**config.mk**
```make
export PLATFORM = sky130hd
export DESIGN_NAME = seq_delay_monitor
export DESIGN_NICKNAME = d
export VERILOG_FILES = /design/src/rtl/seq_mon_pkg.sv /design/src/rtl/seq_mon_chan.sv /design/src/rtl/seq_delay_monitor.sv
export SDC_FILE = /design/constraint.sdc
export NUM_CORES = 1
export LEC_CHECK = 0
export ABC_AREA = 1
export BUFFER_PORTS_ARGS = -buffer_cell sky130_fd_sc_hd__clkbuf_2
export CAP_MARGIN = 20
export CORE_MARGIN = 8
export CORE_UTILIZATION = 24
export DETAILED_ROUTE_END_ITERATION = 7
export PLACE_DENSITY_LB_ADDON = 0.05
export RECOVER_POWER = 50
export SETUP_SLACK_MARGIN = 0.2
export SLEW_MARGIN = 20
export SYNTH_ARGS = -nofsm -noshare
export SYNTH_HDL_FRONTEND = slang
export SYNTH_SLANG_ARGS = --single-unit
export TNS_END_PERCENT = 20
```
**constraint.sdc**
```tcl
create_clock -name clk -period 1.2 [get_ports clk]
set_input_delay 0.12 -clock clk [delete_from_list [all_inputs] [get_ports clk]]
set_output_delay 0.12 -clock clk [all_outputs]
set_load 0.01 [all_outputs]
```
**src/rtl/seq_mon_pkg.sv**
```systemverilog
`default_nettype none
// seq_mon_pkg: shared types and helpers for the "x ##DELAY y" monitor.
// Rev 1.0
package seq_mon_pkg;

    localparam int MAX_CNT_W = 64;
    localparam int NCH_DEF   = 4;
    localparam int CH_W      = (NCH_DEF > 1) ? $clog2(NCH_DEF) : 1;

    // Wide carrier for counters of any width up to MAX_CNT_W; callers cast down.
    typedef logic [MAX_CNT_W-1:0] cnt_t;

    function automatic int ch_width(input int nch);
        return (nch > 1) ? $clog2(nch) : 1;
    endfunction

    function automatic cnt_t sat_inc(input cnt_t cnt, input cnt_t max);
        return (cnt >= max) ? max : cnt + cnt_t'(1);
    endfunction

endpackage
`default_nettype wire

```
**src/rtl/seq_mon_chan.sv**
```systemverilog
`default_nettype none
// seq_mon_chan: one channel of the monitor - attempt history, pulses, counters.
// Rev 1.0
module seq_mon_chan
    import seq_mon_pkg::*;
#(
    parameter int DELAY = 1,
    parameter int CNT_W = 16
) (
    input  logic             clk,
    input  logic             rst_n,
    input  logic             en,
    input  logic             clr,
    input  logic             x,
    input  logic             y,
    output logic             hit_pulse,
    output logic             fail_pulse,
    output logic [CNT_W-1:0] hit_cnt,
    output logic [CNT_W-1:0] fail_cnt,
    output logic             fail_now
);

    localparam cnt_t c_MAX = cnt_t'((65'd1 << CNT_W) - 65'd1);

    logic [DELAY-1:0] r_hist;
    logic             r_hit_pulse;
    logic             r_fail_pulse;
    logic [CNT_W-1:0] r_hit_cnt;
    logic [CNT_W-1:0] r_fail_cnt;
    logic             w_due;
    logic             w_hit;
    logic             w_fail;

    // The oldest history bit is the attempt launched DELAY edges ago.
    assign w_due    = r_hist[DELAY-1];
    assign w_hit    = w_due & y;
    assign w_fail   = w_due & ~y;
    assign fail_now = w_fail & ~clr;

    always_ff @(posedge clk or negedge rst_n) begin
        if (!rst_n) begin
            r_hist       <= '0;
            r_hit_pulse  <= 1'b0;
            r_fail_pulse <= 1'b0;
            r_hit_cnt    <= '0;
            r_fail_cnt   <= '0;
        end else if (clr) begin
            r_hist       <= '0;
            r_hit_pulse  <= 1'b0;
            r_fail_pulse <= 1'b0;
            r_hit_cnt    <= '0;
            r_fail_cnt   <= '0;
        end else begin
            r_hist[0] <= en & x;
            for (int i = 1; i < DELAY; i++) begin
                r_hist[i] <= r_hist[i-1];
            end
            r_hit_pulse  <= w_hit;
            r_fail_pulse <= w_fail;
            if (w_hit) begin
                r_hit_cnt <= CNT_W'(sat_inc(cnt_t'(r_hit_cnt), c_MAX));
            end
            if (w_fail) begin
                r_fail_cnt <= CNT_W'(sat_inc(cnt_t'(r_fail_cnt), c_MAX));
            end
        end
    end

    assign hit_pulse  = r_hit_pulse;
    assign fail_pulse = r_fail_pulse;
    assign hit_cnt    = r_hit_cnt;
    assign fail_cnt   = r_fail_cnt;

endmodule
`default_nettype wire

```
**src/rtl/seq_delay_monitor.sv**
```systemverilog
`default_nettype none
// seq_delay_monitor: multi-channel "x ##DELAY y" match/fail monitor with first-fail capture.
// Rev 1.0
module seq_delay_monitor
    import seq_mon_pkg::*;
#(
    parameter int NCH   = 4,
    parameter int DELAY = 1,
    parameter int CNT_W = 16
) (
    input  logic                      clk,
    input  logic                      rst_n,
    input  logic                      en,
    input  logic                      clr,
    input  logic [NCH-1:0]            x,
    input  logic [NCH-1:0]            y,
    output logic [NCH-1:0]            hit_pulse,
    output logic [NCH-1:0]            fail_pulse,
    output logic [NCH*CNT_W-1:0]      hit_cnt,
    output logic [NCH*CNT_W-1:0]      fail_cnt,
    output logic                      first_fail_vld,
    output logic [ch_width(NCH)-1:0]  first_fail_ch
);

    localparam int CH_W_L = ch_width(NCH);

    logic [NCH-1:0]    w_fail_now;
    logic [CH_W_L-1:0] w_first_idx;
    logic              r_ff_vld;
    logic [CH_W_L-1:0] r_ff_ch;

    generate
        for (genvar c = 0; c < NCH; c++) begin : g_ch
            seq_mon_chan #(
                .DELAY (DELAY),
                .CNT_W (CNT_W)
            ) u_chan (
                .clk        (clk),
                .rst_n      (rst_n),
                .en         (en),
                .clr        (clr),
                .x          (x[c]),
                .y          (y[c]),
                .hit_pulse  (hit_pulse[c]),
                .fail_pulse (fail_pulse[c]),
                .hit_cnt    (hit_cnt[c*CNT_W +: CNT_W]),
                .fail_cnt   (fail_cnt[c*CNT_W +: CNT_W]),
                .fail_now   (w_fail_now[c])
            );
        end
    endgenerate

    // Scan from the top down so the lowest failing index wins.
    always_comb begin
        w_first_idx = '0;
        for (int i = NCH - 1; i >= 0; i--) begin
            if (w_fail_now[i]) begin
                w_first_idx = CH_W_L'(i);
            end
        end
    end

    always_ff @(posedge clk or negedge rst_n) begin
        if (!rst_n) begin
            r_ff_vld <= 1'b0;
            r_ff_ch  <= '0;
        end else if (clr) begin
            r_ff_vld <= 1'b0;
            r_ff_ch  <= '0;
        end else if (!r_ff_vld && (|w_fail_now)) begin
            r_ff_vld <= 1'b1;
            r_ff_ch  <= w_first_idx;
        end
    end

    assign first_fail_vld = r_ff_vld;
    assign first_fail_ch  = r_ff_ch;

endmodule
`default_nettype wire
```
==> results.sh, run 1 <==
export IMPL_peakVddDrop_mv=0.8753
export IMPL_finalNonFillerCells=2276
export IMPL_worst_pin_slew_ps=936.7
export IMPL_drive_gt1_share_pct=46.46
export IMPL_rsz0062_at_grt="yes"
export IMPL_finalSetupViolations=232
export IMPL_cp_start_kind="register"
export IMPL_cts_tree="built"
export IMPL_io_pins=151
export IMPL_muxShareOfSynthArea_pct=0
export IMPL_synth_top_family_by_area="simple AND/OR/NAND/NOR gates"
export IMPL_htreeDepth=4
export IMPL_path_class="reg -> reg"
export IMPL_hold_violations=0
export IMPL_core_area_sq_um=36610
export IMPL_die_w_um=208.9
export IMPL_final_cell_mix="nand2_1 (435), buf_4 (243), inv_1 (127), clkbuf_2 (121), dfrtp_1 (104)"
export IMPL_syn_nets=1326
export IMPL_globalRoute_totalOverflow=0
export IMPL_initial_core_util_pct=24.41
export IMPL_whs_ps=143.3
export IMPL_cts_sinks=143
export IMPL_clockBufferDepth=2
export IMPL_critical_path_max_stage_delay_ps=400
export IMPL_cp_end_kind="register"
export IMPL_post_route_min_period_ps=1413
export IMPL_cts_made_buffers=17
export IMPL_synth_warnings=0
export IMPL_firstDrtPassIters=5
export IMPL_required_ps=1560
export IMPL_slew_viol_final=0
export IMPL_synth_seq_area_share_pct=40.05
export IMPL_synth_xor_area_share_pct=3.431
export IMPL_ant_nets=0
export IMPL_antenna_found_initial=1
export IMPL_via_count=9834
export IMPL_crit_chain="ha_4 -> nand3_4 -> inv_2 -> nand2_4 -> nor2_4 -> nand2_2 -> o21ai_1 -> nand2_1 -> nand2_1"
export IMPL_power_density_nw_per_um2=756.4
export IMPL_cpLargestDelayFamily="simple AND/OR/NAND/NOR gates"
export IMPL_grt_pass1_vias=9972
export IMPL_finalWorstSetupSlack_ps=-213.2
export IMPL_maxCapViolations=0
export IMPL_routabilityCongestion=0.7971
export IMPL_synth_simple_area_share_pct=38.52
export IMPL_avgRoutedWirePerCell_um=14.43
export IMPL_synth_top_area_share_pct=40.05
export IMPL_ys_types=25
export IMPL_violations="setup timing"
export IMPL_final_common_cell="nand2_1"
export IMPL_ys_ff_latch=143
export IMPL_run_status="finished, violations left"
export IMPL_cts_root_buf="clkbuf_16"
export IMPL_synth_area_leaders="dfrtp_1 (40%), nand2_1 (20%), inv_1 (5.7%)"
export IMPL_via_per_inst=4.321
export IMPL_clkTransAtPathRegs_ps=60
export IMPL_tns_ps=-20490
export IMPL_hold_class="in -> reg"
export IMPL_grt_total_usage_pct=15.16
export IMPL_num_rows=70
export IMPL_routed_wl_um=32840
export IMPL_synthAdderAreaFrac_pct=1.120
export IMPL_worst_slew_margin_rel_pct=37.55
export IMPL_grt_pass1_wl_um=53840
export IMPL_hpwl_um=24710
export IMPL_die_h_um=208.9
export IMPL_skew_ps=7.776
export IMPL_nFillCells=3885
export IMPL_critPathBufInv=1
export IMPL_synth_area_sq_um=8935
export IMPL_post_place_ws_ps=-270.1
export IMPL_cp_common_cell="nand2_1"
export IMPL_dp_cells=2215
export IMPL_syn_area_per_cell_sq_um=6.841
export IMPL_synth_compound_area_share_pct=8.766
export IMPL_cpMaxStageDelayCell="dfrtp_1"
export IMPL_arrival_ps=1780
export IMPL_synth_top_cell_by_area="dfrtp_1"
export IMPL_first_iter_violations=406
export IMPL_syn2layout_area_growth_pct=67.72
export IMPL_io_buffers=150
export IMPL_dieArea_sq_um=43660
export IMPL_clk_latency_ps=430
export IMPL_crit_fanout=4
export IMPL_p_leak_nw=7.778
export IMPL_max_freq_ghz=0.7076
export IMPL_min_period_over_period_pct=117.8
export IMPL_syn_inst=1306
export IMPL_nets=1815
export IMPL_grt_max_degree=41
export IMPL_drcViolationCount=0
export IMPL_diodes=0
[per-layer routing]
| metal | vias up | share of wire, % | global-route usage, % |
|---|---|---|---|
| met5 | - | 0.040 | 0 |
| met4 | 2 | 1.1 | 2.965 |
| met3 | 15 | 3.6 | 3.876 |
| met2 | 104 | 48 | 25.15 |
| met1 | 4611 | 48 | 19.77 |
| li1 | 5102 | - | - |
[area by class of cell]
| class | count | area, sq um | area share, % |
|---|---|---|---|
| clock inverter | 4 | 95.09 | 0.6346 |
| timing repair buffer | 489 | 3856 | 25.73 |
| clock buffer | 28 | 536.8 | 3.582 |
| tap | 468 | 585.6 | 3.907 |
| sequential | 143 | 3627 | 24.20 |
| inverter | 157 | 596.8 | 3.983 |
| multi-input combinational | 987 | 5688 | 37.96 |
[tightest hold or removal path, cell delays in order]
cell and delay, ps:
clkbuf_2 120, nor2_4 50, nand2_4 90, inv_4 100
[stage by stage]
step	instance area, sq um	util, %	power [mW]
final	14990	40.93	11.33
after floorplan	8990	-	5.138
after detailed placement	12670	34.61	5.552
after CTS	14080	38.47	11.58
after global routing	14990	40.93	11.87
after global placement	12670	34.61	5.552
[logic make-up after synthesis]
family / after synthesis
AO/OA/AOI/OAI: 145
XOR/XNOR: 35
adder cells (fa/ha/maj): 8
buffers and inverters: 179
flip-flops: 143
AND/OR/NAND/NOR: 796
[path summary, 6_finish.rpt]
kind	from	endpoint	slack (ps)	depth (start not counted)
max	g_ch[2].u_chan.hit_cnt[1]	g_ch[2].u_chan.hit_cnt[3]	-210	9
min	y[3]	g_ch[3].u_chan.fail_pulse	140	4
max reg2reg	g_ch[2].u_chan.hit_cnt[1]	g_ch[2].u_chan.hit_cnt[3]	-210	9
min reg2reg	g_ch[3].u_chan.fail_cnt[11]	g_ch[3].u_chan.fail_cnt[11]	540	2
max in group asynchronous	rst_n	g_ch[2].u_chan.hit_cnt[3]	30	3
min in group asynchronous	rst_n	g_ch[0].u_chan.fail_cnt[13]	360	2
[timing repair]
action	in CTS	in global routing
endpoints found under the hold margin	147	0
endpoints found under the setup margin	274	275
setup buffers	4	16
hold buffers	6	0
cloned	0	3
gates resized for setup	230	239
pin swaps	48	80
[cell usage after synthesis]
cell	instances
nand3b_1	1
nor2_2	28
o21ai_0	83
a21oi_1	10
nand3_1	100
buf_4	9
nand2_4	3
o21ai_2	4
nand2_1	482
buf_6	1
nor2_4	15
xor2_1	35
nand2_2	13
nor2_8	1
dfrtp_1	143
buf_2	9
inv_2	22
o211ai_1	17
nor2_1	132
nand3_2	5
ha_1	8
nand4_1	16
inv_1	135
o21ai_1	31
clkbuf_1	3
[state kept, by name, indices dropped and copies added, names as in the netlist]
name / count
first_fail_ch: 2
first_fail_vld: 1
g_ch.u_chan.fail_cnt: 64
g_ch.u_chan.fail_pulse: 4
g_ch.u_chan.hit_cnt: 64
g_ch.u_chan.hit_pulse: 4
g_ch.u_chan.r_hist: 4
[where the power goes]
group          total, mW  switching (mW)  internal [mW]  leakage (nW)
clock               5.82            2.16           3.67         0.311
sequential          4.87          0.0263           4.85          1.93
combinational      0.638           0.405          0.232          5.54
total               11.3            2.59           8.75          7.78
Power figures use the tool's default switching activity.
==> inputs of run 2 (changes only) <==
CTS_BUF_LIST = sky130_fd_sc_hd__clkbuf_8   (was not set)
==> run 2 against run 1 <==
  * Via count decreased by 0.37%
  * Wire length shrank 0.35%
  * Sequential power is essentially flat
  * Non-clock buffer count is 1 lower
  * Combinational power decreased by 2%
  * Final area decreased by 2.0%
  * Largest power group is now registers
  * Core utilization fell by 0.82 points
  * The flow still finishes with violations (setup timing)
  * Critical endpoint is now g_ch[3].u_chan.hit_cnt[9]
==> results.sh, run 2 (synthesis gave the netlist of run 1 again) <==
export IMPL_run_status="finished, violations left"
export IMPL_violations="setup timing"
export IMPL_peakVddDrop_mv=0.6109
export IMPL_via_per_inst=4.309
export IMPL_grt_met2_usage_pct=25.34
export IMPL_r2r_end="g_ch[3].u_chan.hit_cnt[9]"
export IMPL_critPathBufInv=1
export IMPL_die_h_um=208.9
export IMPL_post_place_ws_ps=-270.1
export IMPL_cp_start_kind="register"
export IMPL_cpLargestDelayFamily="simple AND/OR/NAND/NOR gates"
export IMPL_via_count=9798
export IMPL_drive_gt1_share_pct=45.40
export IMPL_clockBufferDepth=2
export IMPL_hpwl_um=24710
export IMPL_slew_viol_final=0
export IMPL_syn2layout_area_growth_pct=64.37
export IMPL_path_class="reg -> reg"
export IMPL_hold_path_depth=4
export IMPL_crit_fanout=6
export IMPL_first_iter_violations=354
export IMPL_maxCapViolations=0
export IMPL_routed_wl_um=32720
export IMPL_die_w_um=208.9
export IMPL_antenna_found_initial=1
export IMPL_grt_pass1_vias=9987
export IMPL_htreeDepth=4
export IMPL_io_pins=151
export IMPL_grt_total_usage_pct=15.19
export IMPL_reg2reg_slack_ps=-210
export IMPL_io_buffers=150
export IMPL_rsz0062_at_grt="yes"
export IMPL_final_cell_mix="nand2_1 (438), buf_4 (246), inv_1 (131), clkbuf_2 (127), dfrtp_1 (107)"
export IMPL_whs_ps=85.64
export IMPL_nets=1813
export IMPL_skew_ps=16.68
export IMPL_hold_end="g_ch[3].u_chan.fail_pulse"
export IMPL_worst_pin_slew_ps=891.3
export IMPL_cts_sinks=143
export IMPL_avgRoutedWirePerCell_um=14.39
export IMPL_cp_end_kind="register"
export IMPL_grt_use_met1_pct=19.78
export IMPL_post_route_min_period_ps=1409
export IMPL_clk_latency_ps=480
export IMPL_reg2reg_depth=9
export IMPL_drcViolationCount=0
export IMPL_clkTransAtPathRegs_ps=70
export IMPL_cts_tree="built"
export IMPL_hold_class="in -> reg"
export IMPL_arrival_ps=1820
export IMPL_core_area_sq_um=36610
export IMPL_finalNonFillerCells=2274
export IMPL_routabilityCongestion=0.7971
export IMPL_ant_nets=0
export IMPL_grtUsageMet3_pct=3.906
export IMPL_crit_chain="ha_4 -> nand2_4 -> nor2_4 -> nand2_4 -> nor2_4 -> inv_2 -> nand3_2 -> nand2_1 -> nand2_1"
export IMPL_finalInstanceArea_sq_um=14690
export IMPL_p_leak_nw=7.669
export IMPL_diodes=0
export IMPL_cpMaxStageDelayCell="dfrtp_1"
export IMPL_postPlaceCellArea_sq_um=12670
export IMPL_finalWorstSetupSlack_ps=-208.5
export IMPL_cts_made_buffers=17
export IMPL_hold_violations=0
export IMPL_worst_slew_margin_rel_pct=40.58
export IMPL_min_period_over_period_pct=117.4
export IMPL_r2r_start="g_ch[3].u_chan.hit_cnt[1]"
export IMPL_grt_pass1_wl_um=53820
export IMPL_firstDrtPassIters=5
export IMPL_max_freq_ghz=0.7100
export IMPL_p_total_mw=9.909
export IMPL_critical_path_max_stage_delay_ps=410
export IMPL_min_delay_start="y[3]"
export IMPL_initial_core_util_pct=24.41
export IMPL_dieArea_sq_um=43660
export IMPL_tns_ps=-26430
export IMPL_dp_cells=2215
export IMPL_cts_root_buf="clkbuf_8"
export IMPL_final_common_cell="nand2_1"
export IMPL_finalSetupViolations=254
export IMPL_power_density_nw_per_um2=674.7
export IMPL_grt_busiest_layer="met2"
export IMPL_required_ps=1610
export IMPL_globalRoute_totalOverflow=0
export IMPL_utilization_pct=40.12
export IMPL_num_rows=70
export IMPL_grt_max_degree=41
[run 2: what timing repair did]
| item | in CTS | in global routing |
|---|---|---|
| resized for setup | 251 | 193 |
| gates cloned | 0 | 2 |
| setup buffers | 7 | 12 |
| hold endpoints to repair | 147 | 0 |
| hold buffers | 6 | 0 |
| endpoints found under the setup margin | 274 | 277 |
| pin swaps | 65 | 65 |
[run 2: per-layer routing]
metal  vias to the layer above  part of all wire, %
met3                        11                  3.9
met1                      4576                   48
met5                         -                0.040
met2                       113                   48
met4                         2                 0.63
li1                       5096                    -
[run 2: layout make-up]
cell class,count,area (sq um)
Clock inverter,8,110.1
Fill cell,3894,21920
Sequential cell,143,3623
Timing Repair Buffer,488,3800
Inverter,157,601.8
Tap cell,468,585.6
Clock buffer,24,330.3
Multi-Input combinational cell,986,5635
[run 2: where the power goes]
part | switching (mW) | internal [mW]
clock network | 2.00 | 2.42
registers | 0.0250 | 4.84
logic | 0.404 | 0.223
total | 2.43 | 7.48
[run 2: how the worst max path moves through the flow]
stage                                   to                  startpoint  cells after the start
5_1_grt          g_ch[2].u_chan.hit_cnt[3]   g_ch[2].u_chan.hit_cnt[1]                      9
2_1_floorplan  g_ch[0].u_chan.fail_cnt[13]  g_ch[0].u_chan.fail_cnt[1]                      9
4_1_cts                       fail_cnt[23]  g_ch[1].u_chan.fail_cnt[7]                      3
3_5_place_dp    g_ch[0].u_chan.fail_cnt[9]  g_ch[0].u_chan.fail_cnt[1]                      9
6_report         g_ch[3].u_chan.hit_cnt[9]   g_ch[3].u_chan.hit_cnt[1]                      9
3_3_place_gp    g_ch[1].u_chan.hit_cnt[13]   g_ch[1].u_chan.hit_cnt[1]                      9
[run 2: worst register-to-register path: stages (launching register included)]
cell	delay, ps
dfrtp_1	410
ha_4	180
nand2_4	60
nor2_4	120
nand2_4	90
nor2_4	230
inv_2	100
nand3_2	70
nand2_1	50
nand2_1	50
==> inputs of run 3 (changes only) <==
clock period = 1.4 ns   (was 1.2 ns; I/O delays follow)
==> run 3 against run 2 <==
  * Register-to-register slack improved by 200 ps
  * Critical path depth decreased by 2
  * Final area decreased by 5.8%
  * Core utilization decreased by 2.3 points
  * Via count decreased by 2.7%
  * Wire length about the same
  * Critical endpoint is now g_ch[2].u_chan.hit_cnt[8]
  * Sequential cell count unchanged
  * Count of clock-buffer cells in the layout decreased by 5
  * The run still ends with setup timing left
  * Non-clock buffer count decreased by 111
  * Largest cell class unchanged
  * Sequential share of layout area increased by 1.5 points
==> results.sh, run 3 (synthesis gave the netlist of run 1 again) <==
export IMPL_syn2layout_area_growth_pct=54.77
export IMPL_cts_tree="built"
export IMPL_violations="setup timing"
export IMPL_path_class="reg -> reg"
export IMPL_final_cell_mix="nand2_1 (445), buf_4 (151), inv_1 (133), buf_6 (119), dfrtp_1 (113)"
export IMPL_post_place_ws_ps=-65.35
export IMPL_routabilityCongestion=0.7871
export IMPL_routed_wl_um=32700
export IMPL_via_count=9536
export IMPL_postPlaceCellArea_sq_um=11520
export IMPL_crit_chain="nand2_1 -> nor2_2 -> nand2_4 -> buf_4 -> buf_4 -> o211ai_1 -> nand2_1"
export IMPL_cp_end_kind="register"
export IMPL_required_ps=1760
export IMPL_worst_pin_slew_ps=1028
export IMPL_p_total_mw=8.031
export IMPL_skew_ps=15.58
export IMPL_slew_viol_final=0
export IMPL_initial_core_util_pct=24.41
export IMPL_grt_pass1_wl_um=52650
export IMPL_p_leak_nw=7.155
export IMPL_max_freq_ghz=0.7108
export IMPL_nFillCells=3929
export IMPL_clk_latency_ps=480
export IMPL_grt_total_usage_pct=15.00
export IMPL_p_sw_mw=2.107
export IMPL_drive_gt1_share_pct=39.71
export IMPL_min_period_over_period_pct=100.5
export IMPL_diodes=0
export IMPL_utilization_pct=37.77
export IMPL_globalRoute_totalOverflow=0
export IMPL_cts_sinks=143
export IMPL_rsz0062_at_grt="yes"
export IMPL_io_buffers=150
export IMPL_cp_start_kind="register"
export IMPL_cpLargestDelayFamily="flip-flops"
export IMPL_finalSetupViolations=1
export IMPL_post_route_min_period_ps=1407
export IMPL_die_h_um=208.9
export IMPL_via_per_inst=4.409
export IMPL_reg2reg_slack_ps=-7
export IMPL_maxCapViolations=0
export IMPL_power_density_nw_per_um2=580.8
export IMPL_clockBufferDepth=2
export IMPL_combPwrFrac_pct=6.1
export IMPL_core_area_sq_um=36610
export IMPL_clockPowerShare_pct=42.1
export IMPL_cts_root_buf="clkbuf_8"
export IMPL_crit_fanout=5
export IMPL_tns_ps=-6.943
export IMPL_hold_class="in -> reg"
export IMPL_final_common_cell="nand2_1"
export IMPL_grt_pass1_vias=9555
export IMPL_worst_slew_margin_rel_pct=31.44
export IMPL_dieArea_sq_um=43660
export IMPL_cts_made_buffers=17
export IMPL_arrival_ps=1770
export IMPL_ant_nets=0
export IMPL_die_w_um=208.9
export IMPL_first_iter_violations=337
export IMPL_finalInstanceArea_sq_um=13830
export IMPL_peakVddDrop_mv=0.5293
export IMPL_critPathBufInv=2
export IMPL_drcViolationCount=0
export IMPL_p_sw_share_pct=26.24
export IMPL_clkTransAtPathRegs_ps=90
export IMPL_antenna_found_initial=1
export IMPL_num_rows=70
export IMPL_hold_violations=0
export IMPL_cpMaxStageDelayCell="dfrtp_2"
export IMPL_internal_power_mw=5.924
export IMPL_run_status="finished, violations left"
export IMPL_seqPwrFrac_pct=51.9
export IMPL_finalWorstSetupSlack_ps=-6.943
export IMPL_grt_max_degree=39
export IMPL_firstDrtPassIters=6
export IMPL_avgRoutedWirePerCell_um=15.12
export IMPL_nets=1704
export IMPL_io_pins=151
export IMPL_critical_path_max_stage_delay_ps=450
export IMPL_hpwl_um=23860
export IMPL_htreeDepth=4
-- run 3: what timing repair did --
action	4_1_cts	5_1_grt
pin swaps	40	75
endpoints found under the setup margin	265	265
hold buffers	9	0
hold endpoints to repair	147	0
gates resized for setup	100	410
buffers inserted	27	26
cloned	3	1
-- run 3: per-stage QoR --
stage / hold slack [ps] / instances
after floorplan: -155.6 / 1306
after global placement: 82.72 / 2067
after detailed placement: 78.90 / 2067
after CTS: 26.99 / 2136
after global routing: 44.66 / 2163
final: 68.10 / 2163
-- run 3: worst reg2reg max path: cells and delay by family (launching register included) --
| kind | cells | cell delay (ps) |
|---|---|---|
| AO/OA/AOI/OAI | 1 | 150 |
| flip-flops | 1 | 450 |
| AND/OR/NAND/NOR | 4 | 440 |
| buffers and inverters | 2 | 260 |
-- run 3: area by class of cell --
type | instances | area [sq um] | share of cell area, %
Timing Repair Buffer | 377 | 3187 | 23.05
Timing Repair inverter | 1 | 6.256 | 0.04524
Sequential cell | 143 | 3616 | 26.15
Inverter | 157 | 599.3 | 4.334
Clock buffer | 19 | 261.5 | 1.891
Tap cell | 468 | 585.6 | 4.235
Clock inverter | 11 | 102.6 | 0.7419
Multi-Input combinational cell | 987 | 5470 | 39.56
-- run 3: final timing paths --
path,cells past startpoint,to,startpoint
worst max-delay path,7,g_ch[2].u_chan.hit_cnt[8],g_ch[2].u_chan.hit_cnt[7]
worst min-delay path,3,g_ch[0].u_chan.r_hist,clr
worst max register to register,7,g_ch[2].u_chan.hit_cnt[8],g_ch[2].u_chan.hit_cnt[7]
worst min register to register,2,g_ch[3].u_chan.fail_cnt[14],g_ch[3].u_chan.fail_cnt[14]
max in group asynchronous,3,g_ch[3].u_chan.fail_cnt[9],rst_n
min in group asynchronous,2,g_ch[0].u_chan.fail_cnt[9],rst_n
-- run 3: metal layers --
layer  GRT usage, %  up-vias  wire length (um)
li1               -     4869                 -
met1          19.23     4511             15380
met2          24.86      130             15370
met3          3.996       24              1534
met4          3.621        2               413
met5              0        -                10
-- run 3: power by group through the flow --
stage	logic [mW]	clock network, mW	registers, mW
after floorplan	0.151	0	4.25
after global placement	0.473	0	4.25
after detailed placement	0.470	0	4.25
after CTS	0.499	3.60	4.16
after global routing	0.548	3.72	4.17
final	0.487	3.38	4.17
